### src/rtl/i2c_master_frame_ctrl.sv
// i2c_master_frame_ctrl: turns one 16-bit-address / 32-bit-data register access
// into START / WRITE / RSTART / READ / STOP commands for an I2C master byte engine.
module i2c_master_frame_ctrl #(
   parameter logic [6:0] DEV_ADDR = 7'h50
) (
   input  logic        clk,
   input  logic        rst,
   input  logic        req_valid,
   output logic        req_ready,
   input  logic        req_write,
   input  logic [15:0] req_addr,
   input  logic [31:0] req_wdata,
   output logic        rsp_valid,
   output logic [1:0]  rsp_err,
   output logic [31:0] rsp_rdata,
   output logic        busy,
   output logic        cmd_valid,
   input  logic        cmd_ready,
   output logic [2:0]  cmd_op,
   output logic [7:0]  cmd_byte,
   input  logic        cmd_done,
   input  logic        cmd_ack,
   input  logic [7:0]  cmd_rxbyte,
   input  logic        bus_lost
);
   typedef enum logic [3:0] {
      S_IDLE, S_START, S_DEV_W, S_ADDR_HI, S_ADDR_LO, S_WDATA,
      S_RSTART, S_DEV_R, S_RDATA, S_STOP, S_RESP
   } state_t;

   state_t      r_state;
   logic        r_wait;
   logic        r_write;
   logic [15:0] r_addr;
   logic [31:0] r_wdata;
   logic [31:0] r_rdata;
   logic [1:0]  r_cnt;
   logic [1:0]  r_err;
   logic        r_cmd_valid;
   logic [2:0]  r_cmd_op;
   logic [7:0]  r_cmd_byte;
   logic        r_rsp_valid;
   logic [1:0]  r_rsp_err;
   logic [31:0] r_rsp_rdata;

   state_t      w_nxt;
   logic [1:0]  w_nxt_cnt;
   logic        w_nack;

   function automatic logic [2:0] f_op(input state_t s, input logic [1:0] c);
      return s == S_START  ? 3'd0 :
             s == S_RSTART ? 3'd1 :
             s == S_STOP   ? 3'd5 :
             s == S_RDATA  ? (c == 2'd3 ? 3'd4 : 3'd3) : 3'd2;
   endfunction

   function automatic logic [7:0] f_byte(input state_t s, input logic [1:0] c,
                                         input logic [15:0] a, input logic [31:0] d);
      logic [7:0] b;
      b = c == 2'd0 ? d[31:24] : c == 2'd1 ? d[23:16] : c == 2'd2 ? d[15:8] : d[7:0];
      return s == S_DEV_W   ? {DEV_ADDR, 1'b0} :
             s == S_DEV_R   ? {DEV_ADDR, 1'b1} :
             s == S_ADDR_HI ? a[15:8] :
             s == S_ADDR_LO ? a[7:0] :
             s == S_WDATA   ? b : 8'h00;
   endfunction

   // A NACK on any byte write abandons the rest of the frame but still closes with STOP.
   always_comb begin
      w_nack    = r_cmd_op == 3'd2 && !cmd_ack;
      w_nxt_cnt = (r_state == S_WDATA || r_state == S_RDATA) ? r_cnt + 2'd1 : r_cnt;
      w_nxt     = S_STOP;
      if (!w_nack)
         case (r_state)
            S_START:   w_nxt = S_DEV_W;
            S_DEV_W:   w_nxt = S_ADDR_HI;
            S_ADDR_HI: w_nxt = S_ADDR_LO;
            S_ADDR_LO: w_nxt = r_write ? S_WDATA : S_RSTART;
            S_WDATA:   w_nxt = r_cnt == 2'd3 ? S_STOP : S_WDATA;
            S_RSTART:  w_nxt = S_DEV_R;
            S_DEV_R:   w_nxt = S_RDATA;
            S_RDATA:   w_nxt = r_cnt == 2'd3 ? S_STOP : S_RDATA;
            S_STOP:    w_nxt = S_RESP;
            default:   w_nxt = S_IDLE;
         endcase
   end

   always_ff @(posedge clk) begin
      if (rst) begin
         r_state     <= S_IDLE;
         r_wait      <= 1'b0;
         r_write     <= 1'b0;
         r_addr      <= '0;
         r_wdata     <= '0;
         r_rdata     <= '0;
         r_cnt       <= '0;
         r_err       <= '0;
         r_cmd_valid <= 1'b0;
         r_cmd_op    <= '0;
         r_cmd_byte  <= '0;
         r_rsp_valid <= 1'b0;
         r_rsp_err   <= '0;
         r_rsp_rdata <= '0;
      end else begin
         r_rsp_valid <= 1'b0;
         if (r_state == S_IDLE) begin
            if (req_valid) begin
               r_state     <= S_START;
               r_wait      <= 1'b0;
               r_write     <= req_write;
               r_addr      <= req_addr;
               r_wdata     <= req_wdata;
               r_rdata     <= '0;
               r_cnt       <= '0;
               r_err       <= '0;
               r_cmd_valid <= 1'b1;
               r_cmd_op    <= 3'd0;
               r_cmd_byte  <= 8'h00;
            end
         end else if (r_state == S_RESP) begin
            r_state <= S_IDLE;
         end else if (bus_lost) begin
            r_state     <= S_RESP;
            r_err       <= 2'b10;
            r_cmd_valid <= 1'b0;
            r_rsp_valid <= 1'b1;
            r_rsp_err   <= 2'b10;
            r_rsp_rdata <= '0;
         end else if (!r_wait) begin
            if (cmd_ready) begin
               r_cmd_valid <= 1'b0;
               r_wait      <= 1'b1;
            end
         end else if (cmd_done) begin
            r_wait <= 1'b0;
            r_cnt  <= w_nxt_cnt;
            if (r_state == S_RDATA)
               r_rdata <= {r_rdata[23:0], cmd_rxbyte};
            if (w_nack)
               r_err <= 2'b01;
            r_state <= w_nxt;
            if (w_nxt == S_RESP) begin
               r_rsp_valid <= 1'b1;
               r_rsp_err   <= r_err;
               r_rsp_rdata <= (r_err == 2'b00 && !r_write) ? r_rdata : '0;
            end else begin
               r_cmd_valid <= 1'b1;
               r_cmd_op    <= f_op(w_nxt, w_nxt_cnt);
               r_cmd_byte  <= f_byte(w_nxt, w_nxt_cnt, r_addr, r_wdata);
            end
         end
      end
   end

   assign req_ready = r_state == S_IDLE;
   assign busy      = r_state != S_IDLE;
   assign cmd_valid = r_cmd_valid;
   assign cmd_op    = r_cmd_op;
   assign cmd_byte  = r_cmd_byte;
   assign rsp_valid = r_rsp_valid;
   assign rsp_err   = r_rsp_err;
   assign rsp_rdata = r_rsp_rdata;
endmodule

### config.mk
export PLATFORM = sky130hd
export DESIGN_NAME = i2c_master_frame_ctrl
export DESIGN_NICKNAME = d
export VERILOG_FILES = /design/src/rtl/i2c_master_frame_ctrl.sv
export SDC_FILE = /design/constraint.sdc
export NUM_CORES = 1
export LEC_CHECK = 0
export BUFFER_PORTS_ARGS = -buffer_cell sky130_fd_sc_hd__buf_2
export CAP_MARGIN = 20
export CORE_ASPECT_RATIO = 0.75
export CORE_UTILIZATION = 55
export DETAILED_ROUTE_END_ITERATION = 7
export PLACE_DENSITY = 0.8
export SETUP_SLACK_MARGIN = 0.3
export SYNTH_ARGS = -nofsm -noshare
export SYNTH_HDL_FRONTEND = slang
export SYNTH_SLANG_ARGS = --single-unit
### constraint.sdc
create_clock -name clk -period 3.5 [get_ports clk]
set_input_delay 0.175 -clock clk [delete_from_list [all_inputs] [get_ports clk]]
set_output_delay 0.175 -clock clk [all_outputs]
set_load 0.01 [all_outputs]
==> flow_summary_export.csv <==
group,metric,value,unit
floorplanning,die_h,90.8,um
pwr,powerDensity,604,nW/um2
drt,drt-total-wl,15900,um
setup_path,rrSetupSlack,0.51,ns
setup_path,cp_cell_sequence,"or4b_4, nand3_1, and2_4, mux2_1, o211ai_1, o211ai_1",
sta,slew_headroom,0.344,
sta,rsz0062_at_grt,"no",
setup_path,crit_top_cell,"o211ai_1",
sta,skew,0.00892,ns
setup_path,cp_num_cells,6,
sta,slew_violations,0,
setup_path,critical_path.top_delay_family,"simple AND/OR/NAND/NOR gates",
sta,fin_ws,0.505,ns
drt,drc,0,
sta,worst_pin_slew,0.983,ns
setup_path,crit_buf_inv,0,
yosys,synth_cell_types,57,
clocking,clock_path_buffers,2,
sta,finalSetupViolCount,0,
clocking,clockRootBuffer,"clkbuf_16",
global_route,globalRouteOverflowTotal,0,
clocking,clkTransAtPathRegs,0.06,ns
sta,min_period_over_period,0.856,
clocking,clock_sinks,137,
yosys,async_flop_share,0,
worst_hold_path,hp-start,"req_wdata[24]",
yosys,synthCells,702,
clocking,htreeDepth,4,
worst_hold_path,hold_path.class,"input port to register",
yosys,synth-seq-area-share,0.475,
clocking,cts_setup_buffers,0,
floorplanning,fp-row-count,31,
global_route,grt_util_all_layers,0.302,
place,post-dp-hpwl,10400,um
setup_path,cp_data_arrival_time,3.29,ns
floorplanning,ios,113,
clocking,clk_latency,0.42,ns
clocking,numCtsBuffers,17,
setup_path,crit_fanout,56,
drt,drt-initial-drc-count,574,
global_route,grt_max_degree,84,
floorplanning,die_x,120,um
cells_and_area,layout-drive-gt1-share,0.204,
sta,tns,0,ns
pwr,vdd.ir_drop.worst,0.402,mV
setup_path,worstSetupStartpointType,"register",
worst_hold_path,holdPathEnd,"r_wdata[24]",
pwr,leakagePower,0.00284,uW
setup_path,crit_type,"register to register",
cells_and_area,nets,878,
global_route,grt_pass1_vias,5248,
sta,fmax,334,MHz
setup_path,critPathRequiredTime,3.79,ns
place,globalplace.congestion,0.915,
drt,dr.pass1.iters,5,
setup_path,rr_worst_depth,6,
setup_path,r2r_end,"cmd_byte[5]",
yosys,syn_area_per_cell,8.23,um2
yosys,ys_top_cells_by_area,"dfxtp_1 (47%), nand2_1 (9.8%), a21oi_1 (9.4%)",
cells_and_area,n_antenna_cell,0,
setup_path,worst_setup_path_end_kind,"register",
drt,drt.antenna.violating_nets,0,
sta,finalCriticalPeriod,2.99,ns
setup_path,cp_slowest_stage_delay,0.97,ns
drt,dr_total_vias,5691,
yosys,synth_edf_count,0,
place,place.port_buffers,112,
yosys,synth_top_area_cell,"dfxtp_1",
cells_and_area,synthToLayoutAreaGrowth,24.5,%
yosys,ys_warn_count,0,
yosys,syn-cell-area,5780,um2
run,cap_viol_max_count,0,
sta,finalHoldViolCount,0,
worst_hold_path,whs_path_depth,3,
floorplanning,dieArea,10900,um2
global_route,grt_pass1_wl,26000,um
clocking,cts_tree,"yes",
floorplanning,start_util,0.582,
yosys,synth_ff_type,"dfxtp_1",
setup_path,r2r-start,"r_state[3]",
setup_path,slowest_stage,"dfxtp_2",
status,status,"complete, no violations",
drt,wl_per_cell,16.6,um
yosys,synthesis.nets,767,
yosys,ys_seq_elements,137,
yosys,synth_top_area_share,0.475,
drt,viasPerCell,5.95,
global_route,antenna_found_initial,0,
floorplanning,core,9930,um2
place,place_ws,0.635,ns
==> final cells by class <==
class | instances | area (um2)
clock buffers | 21 | 480
clock inverters | 10 | 115
fillers | 796 | 2740
inverters | 15 | 56.3
multi-input cells | 495 | 2740
flip-flops and latches | 137 | 2740
well taps | 132 | 165
repair buffers | 147 | 888
==> Yosys cell counts, drive strengths merged, types with 11 or more instances <==
library cell    n
a21oi         108
a22o           33
buf            16
clkbuf         39
dfxtp         137
inv            15
nand2         151
nand3          39
nor2           24
nor3           13
o211ai         11
o21ai          18
==> state kept, by name, indices dropped and copies added (netlist names) <==
register / count
cmd_op: 3
r_cnt: 2
r_rdata: 32
r_err: 2
r_addr: 16
r_wait: 1
cmd_byte: 8
cmd_valid: 1
r_state: 4
r_write: 1
rsp_err: 2
r_wdata: 32
rsp_rdata: 32
rsp_valid: 1
==> tightest hold or removal path, stage by stage <==
cell and delay (ns):
buf_2 0.10, nand2_1 0.06, a21oi_1 0.05
==> cells by family (layout without fill, tap and decap cells) <==
| family | after synthesis | count (layout) | share of synthesized area |
|---|---|---|---|
| and+or+nand+nor | 263 | 263 | 0.207 |
| buffers and inverters | 70 | 193 | 0.0520 |
| DFF | 137 | 137 | 0.475 |
| AOI/OAI and AO/OA | 221 | 221 | 0.247 |
| adders and majority gates | 1 | 1 | 0.00217 |
| xor gates and xnor gates | 1 | 1 | 0.00152 |
| muxes | 9 | 9 | 0.0160 |
==> metal layers <==
| layer | global-route usage | share of wire |
|---|---|---|
| met2 | 0.457 | 0.45 |
| met4 | 0.111 | 0.019 |
| met1 | 0.423 | 0.45 |
| met3 | 0.0631 | 0.084 |
| met5 | 0 | 0 |
==> where the power goes <==
| group | internal [uW] | switching (uW) | leakage (uW) | total [uW] |
|---|---|---|---|---|
| Combinational | 270 | 514 | 0.00144 | 784 |
| Sequential | 1650 | 123 | 0.00111 | 1770 |
| Clock | 1120 | 669 | 0.000288 | 1790 |
| Total | 3040 | 1300 | 0.00284 | 4350 |
==> timing repair <==
item | 4_1_cts | 5_1_grt
hold buffers | 26 | 0
resized for setup | 0 | 0
endpoints found under the hold margin | 26 | 0
==> how the worst max path moves through the flow <==
stage | startpoint | end
2_1_floorplan | r_state[3] | cmd_op[0]
6_report | r_state[3] | cmd_byte[5]
3_5_place_dp | r_state[3] | cmd_byte[5]
4_1_cts | r_state[3] | cmd_byte[5]
5_1_grt | r_state[3] | cmd_byte[2]
3_3_place_gp | r_state[3] | cmd_byte[7]
==> placed cells by master, fill, tap and decap left out, types with 7 or more instances in the layout <==
| cell | n |
|---|---|
| o21ai_0 | 15 |
| clkbuf_16 | 17 |
| a21oi_1 | 108 |
| inv_1 | 14 |
| nor3_1 | 13 |
| nand3_1 | 39 |
| buf_4 | 9 |
| dlygate4sd3_1 | 26 |
| buf_2 | 112 |
| o211ai_1 | 11 |
| nor2_1 | 23 |
| nand2_1 | 151 |
| dfxtp_1 | 136 |
| a22o_1 | 33 |
| a22oi_1 | 7 |
| a211oi_1 | 10 |
| mux2i_1 | 7 |
==> metrics by stage <==
stage	total power [uW]	util	cells	hold slack, ns	area (um2)
global route	4510	0.724	957	0.0159	7190
floorplan	2330	-	702	0.311	5780
global placement	2510	0.638	900	0.414	6340
finish	4350	0.724	957	0.0118	7190
detailed placement	2530	0.638	900	0.420	6340
CTS	4330	0.724	957	0.0000521	7190
No activity file was read; power rests on OpenSTA's default activity.
